[src/rtl/dcs_pkg.sv]
// Shared defaults and state encoding for the DCSformer host controller.
package dcs_pkg;

  localparam int unsigned DCS_N_IN    = 128;
  localparam int unsigned DCS_N_W     = 8;
  localparam int unsigned DCS_N_OUT   = 8;
  localparam int unsigned DCS_TIMEOUT = 1024;

  typedef enum logic [2:0] {
    IDLE,
    SEND_I,
    WAIT_WR,
    SEND_W,
    RECV,
    DONE,
    ERR
  } dcs_host_state_t;

endpackage

[src/rtl/dcs_timeout_cnt.sv]
// Clearable, saturating idle-cycle counter; tc flags TIMEOUT-1 idle cycles reached.
module dcs_timeout_cnt
  import dcs_pkg::*;
#(
  parameter int unsigned TIMEOUT = DCS_TIMEOUT
) (
  input  logic clk,
  input  logic rst_n,
  input  logic clr,
  input  logic en,
  output logic tc
);

  localparam int unsigned CW = (TIMEOUT > 2) ? $clog2(TIMEOUT) : 1;

  logic [CW-1:0] cnt;

  assign tc = (cnt == CW'(TIMEOUT - 1));

  // Count idle cycles, holding at the terminal value until cleared.
  always_ff @(posedge clk or negedge rst_n) begin
    if (!rst_n) begin
      cnt <= '0;
    end else if (clr) begin
      cnt <= '0;
    end else if (en && !tc) begin
      cnt <= cnt + 1'b1;
    end
  end

endmodule

[src/rtl/dcs_host_ctrl.sv]
// Host-side initiator: buffers a job, streams it to the accelerator, captures results.
module dcs_host_ctrl
  import dcs_pkg::*;
#(
  parameter int unsigned N_IN    = DCS_N_IN,
  parameter int unsigned N_W     = DCS_N_W,
  parameter int unsigned N_OUT   = DCS_N_OUT,
  parameter int unsigned TIMEOUT = DCS_TIMEOUT
) (
  input  logic        clk,
  input  logic        rst_n,
  input  logic        ld_en,
  input  logic [7:0]  ld_addr,
  input  logic [7:0]  ld_data,
  input  logic        start,
  input  logic [2:0]  rd_addr,
  output logic [31:0] rd_data,
  output logic        busy,
  output logic        done,
  output logic        err,
  output logic        i_valid,
  output logic [7:0]  i_data,
  input  logic        w_ready,
  output logic        w_valid,
  output logic [7:0]  w_data,
  input  logic        o_valid,
  input  logic [31:0] o_data
);

  localparam int unsigned IW = $clog2(N_IN);
  localparam int unsigned WW = $clog2(N_W);
  localparam int unsigned OW = $clog2(N_OUT);

  dcs_host_state_t state, state_nxt;
  logic [IW-1:0]   idx, idx_nxt;
  logic [OW-1:0]   cnt;
  logic [WW-1:0]   w_sel;

  logic [7:0]  in_buf [N_IN];
  logic [7:0]  w_buf  [N_W];
  logic [31:0] res    [N_OUT];

  logic       in_wait, tmo_clr, tmo_tc;
  logic       i_valid_d, w_valid_d, busy_d, done_d;
  logic [7:0] i_data_d, w_data_d;

  assign in_wait = (state == WAIT_WR) || (state == RECV);
  assign tmo_clr = !in_wait || ((state == RECV) && o_valid);
  assign w_sel   = WW'(ld_addr - 8'(N_IN));
  assign rd_data = res[rd_addr];

  dcs_timeout_cnt #(.TIMEOUT(TIMEOUT)) u_tmo (
    .clk   (clk),
    .rst_n (rst_n),
    .clr   (tmo_clr),
    .en    (in_wait),
    .tc    (tmo_tc)
  );

  // State and stream index register.
  always_ff @(posedge clk or negedge rst_n) begin
    if (!rst_n) begin
      state <= IDLE;
      idx   <= '0;
    end else begin
      state <= state_nxt;
      idx   <= idx_nxt;
    end
  end

  // Next-state and next-index selection.
  always_comb begin
    state_nxt = state;
    idx_nxt   = idx;
    case (state)
      IDLE: begin
        if (start) begin
          state_nxt = SEND_I;
          idx_nxt   = '0;
        end
      end
      SEND_I: begin
        if (idx == IW'(N_IN - 1)) begin
          state_nxt = WAIT_WR;
          idx_nxt   = '0;
        end else begin
          idx_nxt = idx + 1'b1;
        end
      end
      WAIT_WR: begin
        if (w_ready) begin
          state_nxt = SEND_W;
          idx_nxt   = '0;
        end else if (tmo_tc) begin
          state_nxt = ERR;
        end
      end
      SEND_W: begin
        if (idx == IW'(N_W - 1)) begin
          state_nxt = RECV;
          idx_nxt   = '0;
        end else begin
          idx_nxt = idx + 1'b1;
        end
      end
      RECV: begin
        if (o_valid) begin
          if (cnt == OW'(N_OUT - 1)) state_nxt = DONE;
        end else if (tmo_tc) begin
          state_nxt = ERR;
        end
      end
      default: state_nxt = IDLE;
    endcase
  end

  // Outputs are decoded from the upcoming state so they can be registered
  // without adding a cycle of latency.
  always_comb begin
    i_valid_d = (state_nxt == SEND_I);
    w_valid_d = (state_nxt == SEND_W);
    busy_d    = (state_nxt != IDLE);
    done_d    = (state_nxt == DONE) || (state_nxt == ERR);
    i_data_d  = '0;
    w_data_d  = '0;
    if (i_valid_d) i_data_d = in_buf[idx_nxt];
    if (w_valid_d) w_data_d = w_buf[idx_nxt[WW-1:0]];
  end

  // Registered outputs and sticky error flag.
  always_ff @(posedge clk or negedge rst_n) begin
    if (!rst_n) begin
      i_valid <= 1'b0;
      i_data  <= '0;
      w_valid <= 1'b0;
      w_data  <= '0;
      busy    <= 1'b0;
      done    <= 1'b0;
      err     <= 1'b0;
    end else begin
      i_valid <= i_valid_d;
      i_data  <= i_data_d;
      w_valid <= w_valid_d;
      w_data  <= w_data_d;
      busy    <= busy_d;
      done    <= done_d;
      if (state_nxt == ERR) err <= 1'b1;
      else if ((state == IDLE) && start) err <= 1'b0;
    end
  end

  // Load port writes (IDLE only) and result capture.
  always_ff @(posedge clk or negedge rst_n) begin
    if (!rst_n) begin
      for (int unsigned i = 0; i < N_IN; i++) in_buf[i] <= '0;
      for (int unsigned i = 0; i < N_W; i++) w_buf[i] <= '0;
      for (int unsigned i = 0; i < N_OUT; i++) res[i] <= '0;
      cnt <= '0;
    end else begin
      if ((state == IDLE) && ld_en) begin
        if (ld_addr < 8'(N_IN)) in_buf[ld_addr[IW-1:0]] <= ld_data;
        else if (ld_addr < 8'(N_IN + N_W)) w_buf[w_sel] <= ld_data;
      end
      if ((state == IDLE) && start) begin
        cnt <= '0;
      end else if ((state == RECV) && o_valid) begin
        res[cnt] <= o_data;
        cnt      <= cnt + 1'b1;
      end
    end
  end

endmodule

[config.mk]
export PLATFORM = sky130hd
export DESIGN_NAME = dcs_host_ctrl
export DESIGN_NICKNAME = d
export VERILOG_FILES = /design/src/rtl/dcs_pkg.sv /design/src/rtl/dcs_timeout_cnt.sv /design/src/rtl/dcs_host_ctrl.sv
export SDC_FILE = /design/constraint.sdc
export NUM_CORES = 2
export LEC_CHECK = 0
export CAP_MARGIN = 20
export CORE_ASPECT_RATIO = 1.75
export CORE_MARGIN = 1.5
export CORE_UTILIZATION = 50
export CTS_CLUSTER_DIAMETER = 200
export DETAILED_ROUTE_END_ITERATION = 8
export PLACE_DENSITY = 0.75
export SLEW_MARGIN = 25
export SYNTH_ARGS = -nofsm -noshare
export SYNTH_HDL_FRONTEND = slang
export SYNTH_SLANG_ARGS = --single-unit
export TNS_END_PERCENT = 10
[constraint.sdc]
create_clock -name clk -period 8.05 [get_ports clk]
set_input_delay 0.805 -clock clk [delete_from_list [all_inputs] [get_ports clk]]
set_output_delay 0.805 -clock clk [all_outputs]
set_load 0.05 [all_outputs]
# --- Yosys cells after proc, flatten, opt, wreduce, memory -nomap -nowiden ---
# Index checks and enable logic that the tools add are counted.
# Widths: inputs -> output; s select.
totals:
  output_inout_bits: 53
  input_bits: 57
  ff_bits: 1388
classes:
  muxes: 39
  n_reduce_logical: 20
  bitwise_logic: 8
  add_sub_neg: 4
  magnitude_cmp: 11
  eq_ne: 12
ops:
  columns: ["cell", "n"]
  rows:
  - ["$bwmux 1024", 1]
  - ["$bwmux 256", 1]
  - ["$bmux 32 s3", 1]
  - ["$demux 32 s3", 1]
  - ["$mux 32", 3]
  - ["$bwmux 64", 1]
  - ["$mux 8", 8]
  - ["$bmux 8 s7", 1]
  - ["$demux 8 s7", 1]
  - ["$mux 7", 4]
  - ["$pmux 7 s4", 1]
  - ["$mux 3", 9]
  - ["$bmux 8 s3", 1]
  - ["$demux 8 s3", 1]
  - ["$mux 10", 2]
  - ["$ge 4x4->1 const B", 4]
  - ["$ge 8x8->1 const B", 2]
  - ["$lt 8x8->1 const B", 2]
  - ["$not 3->4", 4]
  - ["$not 7->8", 2]
  - ["$pmux 3 s5", 1]
  - ["$eq 3x3->1 const B", 4]
  - ["$add 10x1->10 const B", 1]
  - ["$eq 10x10->1 const B", 1]
  - ["other kinds (19)", 37]

# --- Depth between registers and ports, before layout ---
logic_depth:
  ltp_word: 8
  depth_mapped: 16

# --- Hierarchy ---
# A second synthesis with hierarchy kept.
hier_totals:
  hier_cells: 5270
  area_unflattened_um2: 64225.3
by_module_without_submodules:
  columns: ["module", "n_inst", "cells_each", "seq_area_each_um2", "area_each_um2"]
  rows:
  - ["dcs_host_ctrl", 1, 5213, 34483.1, 63684.8]
  - ["dcs_timeout_cnt", 1, 57, 250.2, 540.5]

# --- Least setup slack after synthesis ---
# No wires, ideal clock.
synth_path:
  kind: "input -> output"
  startpoint: "input rd_addr[0]"
  endpoint: "output rd_data[0]"
  slack_ns: 4.574
  cell_stages: 4
  t_arrival_ns: 2.671
  required_ns: 7.245
  path_buffers: 2
  cell_sequence: "clkbuf_1 -> buf_1 -> mux4_2 -> mux2_2"
synth_between:
  elab_chain_len: 4
synth_lines:
  columns: ["item", "line_no", "text"]
  rows:
  - ["start, declared", "dcs_host_ctrl.sv:16", "input logic [2:0] rd_addr,"]
  - ["$not 3->4 (not written as such)", "dcs_host_ctrl.sv:50", "assign rd_data = res[rd_addr];"]
  - ["$bmux 32 s3", "dcs_host_ctrl.sv:50", null]
  - ["$mux 32 (not written as such) (2 in a row)", "dcs_host_ctrl.sv:50", null]
  - ["end, declared", "dcs_host_ctrl.sv:17", "output logic [31:0] rd_data,"]
# No other way between the ends. The select of a mux whose other input is x is not followed.

# --- Worst setup path in the final report ---
layout_path:
  startpoint: "register state[1]"
  endpoint: "register i_data[5]"
layout_between:
  elab_chain_len: 7
  elab_cells_between_ends: 20
  cone_classes: "5 x eq/ne; 13 x mux; 1 x bitwise; 1 x reduce/logical"
layout_lines:
  columns: ["item", "line_no", "text"]
  rows:
  - ["start, declared", "dcs_host_ctrl.sv:34", "dcs_host_state_t state, state_nxt;"]
  - ["start signal, assigned", "dcs_host_ctrl.sv:66", "state <= state_nxt;"]
  - ["$eq 3x2->1 (tied with other cells)", "dcs_host_ctrl.sv:75", "case (state)"]
  - ["$pmux 7 s4", "dcs_host_ctrl.sv:75", null]
  - ["$not 7->8 (not written as such)", "dcs_host_ctrl.sv:126", "if (i_valid_d) i_data_d = in_buf[idx_nxt];"]
  - ["$bmux 8 s7", "dcs_host_ctrl.sv:126", null]
  - ["$mux 8 (not written as such) (2 in a row)", "dcs_host_ctrl.sv:126", null]
  - ["$mux 8 (*)", "dcs_host_ctrl.sv:126", null]
  - ["via i_data_d[5]", "dcs_host_ctrl.sv:45", "logic [7:0] i_data_d, w_data_d;"]
  - ["end signal, assigned", "dcs_host_ctrl.sv:142", "i_data <= i_data_d;"]
  - ["end, declared", "dcs_host_ctrl.sv:22", "output logic [7:0] i_data,"]
# The timed path passes the listed nets; every way through them passes the cells marked *. The select of a mux whose other input is x is not followed.
# A chain may end at the register's enable or synchronous reset.

==> run summary <==
The sum of negative setup slack came out at 0 ps. In the routed layout, each cell is associated on average with a via count of 6.23. The HPWL after detailed placement is 115000 microns. The total routing resource utilization after global routing came out at 28.3%. The final weighted congestion of routability-driven global placement is 0.999. The number of storage elements in the synthesis netlist came out at 1388. Setup slack on the worst reg-to-reg path comes out at 2500 ps. Among all flip-flop cells after synthesis, the most frequent one is sky130_fd_sc_hd__dfrtp_1. The number of flops mapped to enable cells by yosys is 0. The number of antenna violations at the first check in global routing came out at 14. The worst flop-to-flop path startpoint is state[1].

The final-layout worst hold slack is -27.5 ps. The DRC violation count after routing is 22. The iteration-0 DRC count of the detailed router is 4631. Counting both buffers and inverters, the worst setup path holds a total of 2.

The first-pass iteration count of the detailed router is 9. Following the worst setup path forward leads to its endpoint at i_data[5]. The sort of element at the start of the critical path is a flip-flop. The worst slew margin relative to its limit came out at 22.2%.

The die covers 132000 sq um. The count of nets after finishing came out at 5419. The placed instances occupy a cell area of 67000 sq um. The remaining antenna violation count is 0. The library cell used most frequently in the layout, excluding fill and tap cells, is sky130_fd_sc_hd__mux2_2.

Setup repair after global routing left no endpoint under its margin. The worst setup path is of the reg2reg kind. Entering global routing, the biggest net connects 192 pins. The critical path goes through mux2i_1 -> a211oi_1 -> a211o_4 -> clkinv_8 -> buf_12 -> nand3_1 -> and3_1 -> a31oi_1 -> nand4_1 -> a32o_1. The number of clock sinks is 1388.

After synthesis, flip-flops and latches occupy 53.7% of the total area. The clock period minus worst slack came out at 5550 ps. The relative area change from synthesis to final layout came out at 10.4%. The final design instance area without fill is 71500 sq um. The chip width is 275 microns.

The height of the chip came out at 479 microns. In this run the worst hold path is classified as in2async. The net count after synthesis is 5485. The remaining global-route overflow came out at 0. The number of cell rows is 174. Clock tree synthesis selected as its root buffer the cell sky130_fd_sc_hd__clkbuf_16. The number of max-capacitance violations reported came out at 0. The post-route netlist has 32.7% of its cells at a drive strength greater than 1.

The total setup buffers inserted after CTS is 0. The worst setup path is captured at a flip-flop. TritonCTS built the clock tree. The final critical-path share of the clock period is 69.0%. 110 I/O pins were placed.

The largest voltage drop on the vdd net is 500 uV. The initial utilization of the core area, before any placement, comes to 50.4%. The count of final hold-check violations was 7.

The checks that failed: design-rule violations, negative hold slack. The global-route wire length before repair came out at 282000 microns. Clock tree synthesis inserted a total of 130 buffers. The hold buffer count at CTS is 0. The power per cell area is 292 nW/um^2.

The flow ran to the end, but the final reports show violations. CTS built an H-tree with a depth of 4. The maximum buffer depth of the clock tree is 3.

The highest achievable clock rate came out at 180 MHz. The number of global-route vias before repair is 45600. The placeable core region is 128000 sq um. The largest fanout of any net on the critical path came out at 117.

Setup violations remaining at the end of the flow were counted as 0. The critical path crosses 10 cells after its start point. In this run the static leakage power is 34.2 nW. The stage delay of the slowest cell on the critical path came out at 730 ps. The start point of the critical path is state[1]. After synthesis, the share of flip-flops with an asynchronous set or reset is 100%. Port buffering added 109 buffers. For the worst-skew pair, the clock arrives at the later sink with an insertion delay of 790 ps. The summed instance area of the synthesized netlist came out at 64700 sq um. The number of distinct library cells after synthesis is 74. After detailed routing, the total wire length is 184000 microns.

The routed length per placed instance came out at 25.9 microns. The pre-CTS setup slack came out at 2480 ps. The top cell types in the final layout, fill and taps aside, are 1394 x sky130_fd_sc_hd__mux2_2, 1388 x sky130_fd_sc_hd__dfrtp_1, 992 x sky130_fd_sc_hd__nand2_1. STA puts the critical path data required time at 8700 ps.

The per-instance average area after synthesis came out at 11.9 sq um. The worst path setup slack after routing came out at 2500 ps. After clock tree synthesis, the clock-pin slew on the worst setup and hold paths is 70 ps. The endpoint identified for the worst register-to-register timing path is i_data[5].

The final max-slew violation count came out at 0. Detailed routing inserted a total of 44500 vias. The count of yosys warnings during synthesis came out at 0. Data on the critical path arrives at its endpoint at 6210 ps. The post-synthesis cell count is 5424. The standard cell with the maximum stage delay on the critical path is sky130_fd_sc_hd__a31oi_1. The final worst clock skew is 53.1 ps.

The cell count of the worst reg-to-reg path is 10. The fraction of the core area covered by cells at the end of the flow came out at 55.6%. The post-cts resize count came out at 0. The worst-margin pin slew came out at 1170 ps. The kind of cell with the highest combined delay along the critical path is compound AO/OA/AOI/OAI gates.
-- registers in the layout, indices dropped and copies added, names as in the netlist --
signal	cells
in_buf	1024
res	256
w_buf	64
u_tmo.cnt	10
i_data	8
w_data	8
idx	7
cnt	3
state	3
busy	1
done	1
err	1
i_valid	1
w_valid	1
-- final cells by class --
cell class	instances	area, sq um
Inverter	24	113
Multi-Input combinational cell	3624	28200
Antenna cell	6	15.0
Timing Repair Buffer	190	1850
Tap cell	1672	2090
Fill cell	10600	57000
Clock buffer	187	3780
Sequential cell	1388	34700
Clock inverter	43	633
-- worst min-delay path by stage --
stage | slack [ps] | to | from | cells after the start
2_1_floorplan | 470 | in_buf[919] | in_buf[919] | 1
3_3_place_gp | 480 | res[5] | res[5] | 1
3_5_place_dp | 490 | in_buf[799] | in_buf[799] | 1
4_1_cts | 40 | in_buf[109] | rst_n | 1
5_1_grt | 70 | in_buf[109] | rst_n | 1
6_report | -30 | in_buf[108] | rst_n | 1
-- metal layers --
metal / wire length, microns / part of all wire (%) / track usage [%]
met5: 99 / 0.054 / 0
met4: 15100 / 8.2 / 20.4
met3: 13500 / 7.3 / 6.48
met2: 90200 / 49 / 46.4
met1: 65600 / 36 / 32.3
-- cells in the mapped netlist, types with 5 or more instances --
cell type,number,area (sq um)
sky130_fd_sc_hd__a2111oi_0,8,70.1
sky130_fd_sc_hd__a211oi_1,18,135
sky130_fd_sc_hd__a21oi_1,39,195
sky130_fd_sc_hd__a221o_1,8,80.1
sky130_fd_sc_hd__a221oi_1,8,70.1
sky130_fd_sc_hd__a22oi_1,11,82.6
sky130_fd_sc_hd__a311o_1,5,50.1
sky130_fd_sc_hd__a311oi_1,36,315
sky130_fd_sc_hd__a31oi_1,51,319
sky130_fd_sc_hd__a32o_1,7,70.1
sky130_fd_sc_hd__and2_1,7,43.8
sky130_fd_sc_hd__and3_1,67,419
sky130_fd_sc_hd__buf_1,23,86.3
sky130_fd_sc_hd__buf_2,137,686
sky130_fd_sc_hd__buf_4,22,165
sky130_fd_sc_hd__clkbuf_1,204,766
sky130_fd_sc_hd__dfrtp_1,1388,34700
sky130_fd_sc_hd__inv_1,20,75.1
sky130_fd_sc_hd__mux2_2,1394,15700
sky130_fd_sc_hd__mux2i_1,119,1190
sky130_fd_sc_hd__mux4_2,66,1490
sky130_fd_sc_hd__nand2_1,992,3720
sky130_fd_sc_hd__nand2b_1,10,62.6
sky130_fd_sc_hd__nand3_1,460,2300
sky130_fd_sc_hd__nand4_1,26,163
sky130_fd_sc_hd__nor2_1,138,518
sky130_fd_sc_hd__nor2b_1,8,50.1
sky130_fd_sc_hd__nor3_1,19,95.1
sky130_fd_sc_hd__o2111ai_1,5,43.8
sky130_fd_sc_hd__o21ai_0,28,140
sky130_fd_sc_hd__o221ai_1,8,70.1
sky130_fd_sc_hd__o311ai_0,6,52.6
sky130_fd_sc_hd__xor2_1,5,43.8
-- kinds of logic (layout without fill, tap and decap cells) --
kind of cell,Yosys count,in the layout,synth area share [%]
multiplexers,1579,1579,28.4
AO/OA/AOI/OAI,280,280,3.23
XOR/XNOR,9,9,0.122
flip-flops,1388,1388,53.7
other,0,6,0
AND/OR/NAND/NOR,1752,1752,11.7
buffers and inverters,412,444,2.81
adder cells (fa/ha/maj),4,4,0.0773
-- per-stage QoR --
step	cells	total power, mW	hold WS, ps
after floorplan	5424	11.5	471
after global placement	6896	14.2	481
after detailed placement	6896	14.2	487
after CTS	7126	20.6	40.6
after global routing	7130	21.4	74.4
final	7134	20.8	-27.5
-- worst reg2reg max path: cells and delay by family, from the launching register on --
| kind | cells | cell delay, ps |
|---|---|---|
| AO/OA/AOI/OAI | 4 | 2010 |
| AND/OR/NAND/NOR | 3 | 1410 |
| buffers and inverters | 2 | 980 |
| flip-flops | 1 | 580 |
| multiplexers | 1 | 430 |
-- report_power, final --
group	internal, mW	total (mW)	switching (mW)
Sequential	7.07	7.20	0.127
Clock	3.60	6.41	2.80
Combinational	1.59	7.23	5.63
(Power assumes the default switching activity.)
